### src/rtl/kart_physics.sv
// kart_physics: once per frame, steers, accelerates and moves the kart, then commits the new pose.
// Define OFFROAD_SLOW_EN to halve the speed cap while the latched terrain is not road.
module kart_physics #(
    parameter int MAX_SPEED = 32,
    parameter int ACCEL     = 1,
    parameter int TURN_STEP = 3,
    parameter int START_X   = 1024,
    parameter int START_Y   = 1024,
    parameter int START_DIR = 0
) (
    input  logic        clk_in,
    input  logic        rst_in,
    input  logic        frame_in,
    input  logic        gas_in,
    input  logic        brake_in,
    input  logic        left_in,
    input  logic        right_in,
    input  logic [3:0]  terrain_in,
    output logic [8:0]  direction,
    output logic [10:0] player_x,
    output logic [10:0] player_y,
    output logic [5:0]  speed_out,
    output logic        busy_out,
    output logic        update_valid_out
);

    typedef enum logic [2:0] {IDLE, STEER, LOOK0, LOOK1, MOVE, COMMIT} state_t;

    localparam logic signed [7:0] ACCEL_S = 8'(ACCEL);
    localparam logic signed [7:0] BRAKE_S = 8'(2 * ACCEL);

    state_t state, state_next;

    logic        gas_q, brake_q, left_q, right_q;
    logic [8:0]  dir_new;
    logic [5:0]  speed_new;
    logic [8:0]  x_frac, y_frac;
    logic signed [22:0] x_sum, y_sum;

    logic [9:0]  sin_mag, cos_mag;
    logic        sin_mag_neg, cos_mag_neg;
    logic signed [10:0] sin_val, cos_val;

    // One quadrant of round(512*sin(deg)); the full 360-entry tables are folded onto it.
    function automatic logic [9:0] quarter_sin(input logic [6:0] deg);
        case (deg)
            7'd0:  quarter_sin = 10'd0;   7'd1:  quarter_sin = 10'd9;   7'd2:  quarter_sin = 10'd18;
            7'd3:  quarter_sin = 10'd27;  7'd4:  quarter_sin = 10'd36;  7'd5:  quarter_sin = 10'd45;
            7'd6:  quarter_sin = 10'd54;  7'd7:  quarter_sin = 10'd62;  7'd8:  quarter_sin = 10'd71;
            7'd9:  quarter_sin = 10'd80;  7'd10: quarter_sin = 10'd89;  7'd11: quarter_sin = 10'd98;
            7'd12: quarter_sin = 10'd106; 7'd13: quarter_sin = 10'd115; 7'd14: quarter_sin = 10'd124;
            7'd15: quarter_sin = 10'd133; 7'd16: quarter_sin = 10'd141; 7'd17: quarter_sin = 10'd150;
            7'd18: quarter_sin = 10'd158; 7'd19: quarter_sin = 10'd167; 7'd20: quarter_sin = 10'd175;
            7'd21: quarter_sin = 10'd183; 7'd22: quarter_sin = 10'd192; 7'd23: quarter_sin = 10'd200;
            7'd24: quarter_sin = 10'd208; 7'd25: quarter_sin = 10'd216; 7'd26: quarter_sin = 10'd224;
            7'd27: quarter_sin = 10'd232; 7'd28: quarter_sin = 10'd240; 7'd29: quarter_sin = 10'd248;
            7'd30: quarter_sin = 10'd256; 7'd31: quarter_sin = 10'd264; 7'd32: quarter_sin = 10'd271;
            7'd33: quarter_sin = 10'd279; 7'd34: quarter_sin = 10'd286; 7'd35: quarter_sin = 10'd294;
            7'd36: quarter_sin = 10'd301; 7'd37: quarter_sin = 10'd308; 7'd38: quarter_sin = 10'd315;
            7'd39: quarter_sin = 10'd322; 7'd40: quarter_sin = 10'd329; 7'd41: quarter_sin = 10'd336;
            7'd42: quarter_sin = 10'd343; 7'd43: quarter_sin = 10'd349; 7'd44: quarter_sin = 10'd356;
            7'd45: quarter_sin = 10'd362; 7'd46: quarter_sin = 10'd368; 7'd47: quarter_sin = 10'd374;
            7'd48: quarter_sin = 10'd380; 7'd49: quarter_sin = 10'd386; 7'd50: quarter_sin = 10'd392;
            7'd51: quarter_sin = 10'd398; 7'd52: quarter_sin = 10'd403; 7'd53: quarter_sin = 10'd409;
            7'd54: quarter_sin = 10'd414; 7'd55: quarter_sin = 10'd419; 7'd56: quarter_sin = 10'd424;
            7'd57: quarter_sin = 10'd429; 7'd58: quarter_sin = 10'd434; 7'd59: quarter_sin = 10'd439;
            7'd60: quarter_sin = 10'd443; 7'd61: quarter_sin = 10'd448; 7'd62: quarter_sin = 10'd452;
            7'd63: quarter_sin = 10'd456; 7'd64: quarter_sin = 10'd460; 7'd65: quarter_sin = 10'd464;
            7'd66: quarter_sin = 10'd468; 7'd67: quarter_sin = 10'd471; 7'd68: quarter_sin = 10'd475;
            7'd69: quarter_sin = 10'd478; 7'd70: quarter_sin = 10'd481; 7'd71: quarter_sin = 10'd484;
            7'd72: quarter_sin = 10'd487; 7'd73: quarter_sin = 10'd490; 7'd74: quarter_sin = 10'd492;
            7'd75: quarter_sin = 10'd495; 7'd76: quarter_sin = 10'd497; 7'd77: quarter_sin = 10'd499;
            7'd78: quarter_sin = 10'd501; 7'd79: quarter_sin = 10'd503; 7'd80: quarter_sin = 10'd504;
            7'd81: quarter_sin = 10'd506; 7'd82: quarter_sin = 10'd507; 7'd83: quarter_sin = 10'd508;
            7'd84: quarter_sin = 10'd509; 7'd85: quarter_sin = 10'd510; 7'd86: quarter_sin = 10'd511;
            7'd87: quarter_sin = 10'd511; 7'd88: quarter_sin = 10'd512; 7'd89: quarter_sin = 10'd512;
            7'd90: quarter_sin = 10'd512;
            default: quarter_sin = 10'd0;
        endcase
    endfunction

    always_comb begin
        state_next = state;
        case (state)
            IDLE:    if (frame_in) state_next = STEER;
            STEER:   state_next = LOOK0;
            LOOK0:   state_next = LOOK1;
            LOOK1:   state_next = MOVE;
            MOVE:    state_next = COMMIT;
            COMMIT:  state_next = IDLE;
            default: state_next = IDLE;
        endcase
    end

    assign busy_out = (state != IDLE);

    // Speed cap; terrain only matters when off-road slowdown is built in.
    logic [5:0] cap;
`ifdef OFFROAD_SLOW_EN
    logic [3:0] terrain_q;
    assign cap = (terrain_q != 4'd0) ? 6'(MAX_SPEED / 2) : 6'(MAX_SPEED);
`else
    logic unused_terrain;
    assign unused_terrain = ^terrain_in;
    assign cap = 6'(MAX_SPEED);
`endif

    logic [8:0]  dir_calc, dir_sum;
    logic signed [7:0] spd_base, spd_calc;
    logic [5:0]  spd_lim;

    always_comb begin
        dir_calc = direction;
        dir_sum  = direction + 9'(TURN_STEP);
        if (left_q && !right_q)
            dir_calc = (direction < 9'(TURN_STEP)) ? direction + 9'(360 - TURN_STEP)
                                                   : direction - 9'(TURN_STEP);
        else if (right_q && !left_q)
            dir_calc = (dir_sum >= 9'd360) ? dir_sum - 9'd360 : dir_sum;

        spd_base = $signed({2'b00, speed_out});
        if (brake_q)
            spd_calc = spd_base - BRAKE_S;
        else if (gas_q)
            spd_calc = spd_base + ACCEL_S;
        else
            spd_calc = spd_base - 8'sd1;

        if (spd_calc < 8'sd0)
            spd_lim = 6'd0;
        else if (spd_calc > $signed({2'b00, cap}))
            spd_lim = cap;
        else
            spd_lim = spd_calc[5:0];
    end

    // Fold the new heading onto the quarter table for both sine and cosine.
    logic [6:0] sin_idx, cos_idx;
    logic       sin_neg, cos_neg;

    always_comb begin
        sin_idx = 7'd0;
        cos_idx = 7'd0;
        sin_neg = 1'b0;
        cos_neg = 1'b0;
        if (dir_new <= 9'd90) begin
            sin_idx = dir_new[6:0];
            cos_idx = 7'(9'd90 - dir_new);
        end else if (dir_new <= 9'd180) begin
            sin_idx = 7'(9'd180 - dir_new);
            cos_idx = 7'(dir_new - 9'd90);
            cos_neg = 1'b1;
        end else if (dir_new <= 9'd270) begin
            sin_idx = 7'(dir_new - 9'd180);
            cos_idx = 7'(9'd270 - dir_new);
            sin_neg = 1'b1;
            cos_neg = 1'b1;
        end else begin
            sin_idx = 7'(9'd360 - dir_new);
            cos_idx = 7'(dir_new - 9'd270);
            sin_neg = 1'b1;
        end
    end

    logic signed [22:0] x_cur, y_cur, spd_ext, sin_ext, cos_ext;
    assign x_cur   = $signed({3'b000, player_x, x_frac});
    assign y_cur   = $signed({3'b000, player_y, y_frac});
    assign spd_ext = $signed({17'd0, speed_new});
    assign sin_ext = $signed({{12{sin_val[10]}}, sin_val});
    assign cos_ext = $signed({{12{cos_val[10]}}, cos_val});

    // Leaving the 0..2047 world on an axis pins that axis to the edge and stops the kart.
    logic [10:0] x_int_c, y_int_c;
    logic [8:0]  x_frac_c, y_frac_c;
    logic        x_wall, y_wall;

    always_comb begin
        x_int_c  = x_sum[19:9];
        x_frac_c = x_sum[8:0];
        x_wall   = 1'b0;
        y_int_c  = y_sum[19:9];
        y_frac_c = y_sum[8:0];
        y_wall   = 1'b0;
        if (x_sum[22]) begin
            x_int_c = 11'd0; x_frac_c = 9'd0; x_wall = 1'b1;
        end else if (x_sum[21:20] != 2'd0) begin
            x_int_c = 11'd2047; x_frac_c = 9'd0; x_wall = 1'b1;
        end
        if (y_sum[22]) begin
            y_int_c = 11'd0; y_frac_c = 9'd0; y_wall = 1'b1;
        end else if (y_sum[21:20] != 2'd0) begin
            y_int_c = 11'd2047; y_frac_c = 9'd0; y_wall = 1'b1;
        end
    end

    always_ff @(posedge clk_in) begin
        if (!rst_in) begin
            state            <= IDLE;
            gas_q            <= 1'b0;
            brake_q          <= 1'b0;
            left_q           <= 1'b0;
            right_q          <= 1'b0;
`ifdef OFFROAD_SLOW_EN
            terrain_q        <= 4'd0;
`endif
            dir_new          <= 9'(START_DIR);
            speed_new        <= 6'd0;
            x_sum            <= 23'sd0;
            y_sum            <= 23'sd0;
            sin_mag          <= 10'd0;
            cos_mag          <= 10'd0;
            sin_mag_neg      <= 1'b0;
            cos_mag_neg      <= 1'b0;
            sin_val          <= 11'sd0;
            cos_val          <= 11'sd0;
            direction        <= 9'(START_DIR);
            player_x         <= 11'(START_X);
            player_y         <= 11'(START_Y);
            x_frac           <= 9'd0;
            y_frac           <= 9'd0;
            speed_out        <= 6'd0;
            update_valid_out <= 1'b0;
        end else begin
            state            <= state_next;
            update_valid_out <= 1'b0;

            // Two-stage table read: magnitude lookup, then sign applied.
            sin_mag     <= quarter_sin(sin_idx);
            cos_mag     <= quarter_sin(cos_idx);
            sin_mag_neg <= sin_neg;
            cos_mag_neg <= cos_neg;
            sin_val     <= sin_mag_neg ? -$signed({1'b0, sin_mag}) : $signed({1'b0, sin_mag});
            cos_val     <= cos_mag_neg ? -$signed({1'b0, cos_mag}) : $signed({1'b0, cos_mag});

            case (state)
                IDLE: if (frame_in) begin
                    gas_q     <= gas_in;
                    brake_q   <= brake_in;
                    left_q    <= left_in;
                    right_q   <= right_in;
`ifdef OFFROAD_SLOW_EN
                    terrain_q <= terrain_in;
`endif
                end
                STEER: begin
                    dir_new   <= dir_calc;
                    speed_new <= spd_lim;
                end
                MOVE: begin
                    x_sum <= x_cur - spd_ext * sin_ext;
                    y_sum <= y_cur + spd_ext * cos_ext;
                end
                COMMIT: begin
                    direction        <= dir_new;
                    player_x         <= x_int_c;
                    player_y         <= y_int_c;
                    x_frac           <= x_frac_c;
                    y_frac           <= y_frac_c;
                    speed_out        <= (x_wall || y_wall) ? 6'd0 : speed_new;
                    update_valid_out <= 1'b1;
                end
                default: ;
            endcase
        end
    end

endmodule

### config.mk
export PLATFORM = sky130hd
export DESIGN_NAME = kart_physics
export DESIGN_NICKNAME = d
export VERILOG_FILES = /design/src/rtl/kart_physics.sv
export SDC_FILE = /design/constraint.sdc
export NUM_CORES = 1
export LEC_CHECK = 0
export ABC_AREA = 0
export ABC_CLOCK_PERIOD_IN_PS = 5780
export BUFFER_PORTS_ARGS = -buffer_cell sky130_fd_sc_hd__clkbuf_2
export CORE_MARGIN = 5
export CORE_UTILIZATION = 44
export DETAILED_ROUTE_END_ITERATION = 6
export SETUP_SLACK_MARGIN = 0.4
export SYNTH_ARGS = -nofsm -noshare
export SYNTH_HDL_FRONTEND = slang
export SYNTH_SLANG_ARGS = --single-unit
### constraint.sdc
create_clock -name clk_in -period 5.78 [get_ports clk_in]
set_input_delay 0.867 -clock clk_in [delete_from_list [all_inputs] [get_ports clk_in]]
set_output_delay 0.867 -clock clk_in [all_outputs]
set_load 0.01 [all_outputs]
==> metrics.txt <==
latest clock arrival within the worst-skew pair=0.46 ns; Clk network pwr share=31.5%; Final Critical Period=5.125 ns; Sequential Power Share=36.6%; antenna fix cells=0; Buffers on Ports=45; Mapped Nets=2,471; RR Endpoint=y_sum[14]; Rows=72; die footprint=0.04310 mm2; Fin. Hold Viols=0; DP Area=0.01779 mm2; Initial Util=44.46%; Synth warnings=0; global route overflow=0; #FFs+latches synth=166; most common flop cell mapped by yosys=dfxtp_1; Internal=2.270 mW; Root Driver=clkbuf_16; worst min path class=reg2reg; fin cells=2,676; Max-cap violations=0; post-synthesis sequential area ratio=19.34%; all-layer global routing usage=20.30%; Max Freq=195.1 MHz; GR Util met1=28.48%; post-route cell area=0.01841 mm2; GPL Wtd Cong=0.8944; hold buffer count at cts=0; hold wc startpoint=y_sum[4]; EDFF count, synth=0; vias in the first global route=14,360; die height=207.6 um; first-pass GRT wire length=73.93 mm; Post-DP HPWL=31.79 mm; final setup vio count=0; Routed Antenna Nets=0; Switching Fraction=38.76%; crit start category=flip-flop; Total Wirelength=43.54 mm; layout cells sized above 1=7.600%; Avg Cell Area, Syn=7.900 um2; R2R cell count=19; WS Path Type=reg2reg; H-tree levels=4; Comb pwr share=31.8%; R2R Setup Slk=0.66 ns; Die Wd=207.6 um; Detailed Routing Iterations Pass 1=5; critical-path maximum fanout=14; drc violations=0; reg-to-reg critical path startpoint=speed_new[3]; Worst Hold Depth=2; final slew viol count=0; Area growth, synth to finish=7.122%; met3 Use GR=2.766%; Peak VDD IR=216.4 uV; Clock transition at path regs=0.08 ns; Slew headroom=16.69%; sw power=1.437 mW; Final TNS setup=0 ns; Lkg Pwr=8.137 nW; largest net degree at the start of global routing=70; post-DR vias/cell=5.569; clk buf depth=2; CTS tree=built; clk_skew=0.01103 ns; core area=0.03865 mm2; Hold Path Sink=y_sum[4]; Nets=2,441; Routed wire per std cell=16.27 um; RSZ-0062 raised after global routing=yes; crit path DAT=5.51 ns; Mapped Area=0.01718 mm2; power per cell area=201.4 mW/mm2; Placed Instances=2,644; Worst Max-Slew Pin Slew=1.243 ns; DRT iter0 DRCs=1,116; period utilization=88.66%; total power=3.707 mW; Async SR Flop Fraction=0%; clk sinks=166; vias=14,900; nature of the critical path endpoint=flip-flop; busiest grt layer=met2; cells after synthesis=2,175; met2 usage=32.75%; Hold WS=0.4516 ns; Critical Path RT=6.16 ns; initial antenna violation count=0; Yosys cell types=92; cts bufs inserted=17; IO Pins=50; status=complete, no violations
## area by class of cell
type                    count  area [um2]
fillers                  3839       20240
multi-input cells        1578       12230
flip-flops and latches    166        3329
inverters                 306        1151
well taps                 518       648.1
repair buffers             76       457.9
clock buffers              17       425.4
clock inverters            15       160.2
## registers in the layout, summed over array words and instances, names as in the netlist, 10 cells and up
name / count
x_sum: 22
y_sum: 22
cos_val: 11
player_x: 11
player_y: 11
sin_val: 11
cos_mag: 10
sin_mag: 10
## cell usage in the layout, fill, tap and decap left out, drive strengths merged, types with 31 or more instances in the layout
cell      n
dfxtp   166
nand3    56
fa      136
xnor2    49
o21ai    66
nor2    197
buf      31
inv     314
a21oi   132
ha      149
xor2     36
a211oi   33
nand2   214
nor3     65
clkbuf   62
and2     97
## critical path, cell delays in order, from the launching register on
cell and delay [ns]:
dfxtp_2 0.49, buf_4 0.26, nand2_1 0.10, fa_1 0.46, fa_1 0.52, inv_1 0.04, ha_1 0.26, inv_1 0.05
fa_1 0.52, inv_1 0.04, ha_1 0.33, nor2b_1 0.14, o21ai_0 0.23, nand2b_1 0.18, a311o_1 0.44, a31o_2 0.25
a21o_1 0.21, a31oi_1 0.25, nand4_1 0.13, o211ai_1 0.12
## per-stage QoR
step / setup slack [ns] / util [%]
3_5_place_dp: 0.4382 / 46.02
2_1_floorplan: 0.7507 / -
4_1_cts: 0.4106 / 47.54
3_3_place_gp: 0.4605 / 46.02
5_1_grt: 0.3962 / 47.62
6_report: 0.6553 / 47.62
## Yosys cell counts (all sizes together) (7+ instances only)
| master | number | share of area, % |
|---|---|---|
| a2111oi | 13 | 0.78 |
| fa | 136 | 16 |
| nand4 | 7 | 0.25 |
| nor3 | 65 | 2.0 |
| nand3 | 56 | 1.7 |
| nor2 | 197 | 4.3 |
| a211o | 10 | 0.51 |
| mux2i | 20 | 1.2 |
| o21ai | 66 | 1.9 |
| nand2 | 214 | 4.7 |
| dfxtp | 166 | 19 |
| or2 | 13 | 0.47 |
| o21a | 12 | 0.52 |
| a31oi | 17 | 0.62 |
| inv | 304 | 6.6 |
| nor4 | 8 | 0.38 |
| o211ai | 20 | 0.87 |
| ha | 149 | 11 |
| a311oi | 9 | 0.46 |
| and2 | 97 | 3.5 |
| xor2 | 36 | 1.8 |
| a22oi | 26 | 1.1 |
| nand2b | 15 | 0.59 |
| buf | 29 | 0.90 |
| a211oi | 33 | 1.5 |
| a21o | 17 | 0.74 |
| o31ai | 16 | 0.73 |
| a21oi | 132 | 3.9 |
| clkbuf | 96 | 2.1 |
| a31o | 7 | 0.36 |
| o2111ai | 7 | 0.36 |
| and3 | 13 | 0.47 |
| o311ai | 12 | 0.61 |
| xnor2 | 49 | 2.7 |
| or3 | 16 | 0.58 |
| o22ai | 9 | 0.33 |
## cells by family after synthesis
| logic type | Yosys count | synth area share [%] |
|---|---|---|
| AO/OA/AOI/OAI | 459 | 18.26 |
| buffers and inverters | 431 | 9.678 |
| flip-flops | 166 | 19.34 |
| XOR/XNOR | 85 | 4.486 |
| multiplexers | 24 | 1.558 |
| AND/OR/NAND/NOR | 725 | 19.98 |
| adder cells (fa/ha/maj) | 285 | 26.70 |
## worst max-delay path by stage
stage                       from   endpoint  slack, ns  cells past startpoint
floorplan           speed_new[1]  x_sum[20]       0.75                     20
global placement    speed_new[2]  x_sum[21]       0.46                     17
detailed placement  speed_new[2]  x_sum[21]       0.44                     17
CTS                 speed_new[3]  x_sum[21]       0.41                     18
global route        speed_new[1]  x_sum[21]       0.40                     20
finish              speed_new[3]  y_sum[14]       0.66                     19
## what timing repair did
action,CTS,global route
pin swaps,0,0
resized for setup,1,8
setup buffers,0,0
endpoints found under the setup margin,1,10
## per-layer routing
| metal | vias to the layer above | share of wire (%) |
|---|---|---|
| met5 | - | 0 |
| met4 | 0 | 1.8 |
| met3 | 56 | 4.5 |
| met2 | 379 | 47 |
| met1 | 7243 | 47 |
| li1 | 7225 | - |
## power groups by stage
stage,sequential [mW],clock (mW),combinational (mW)
after floorplan,1.32,0,0.933
after global placement,1.38,0,1.13
after detailed placement,1.39,0,1.15
after CTS,1.36,1.20,1.15
after global routing,1.38,1.25,1.30
final,1.36,1.17,1.18
Power figures use the tool's default switching activity.
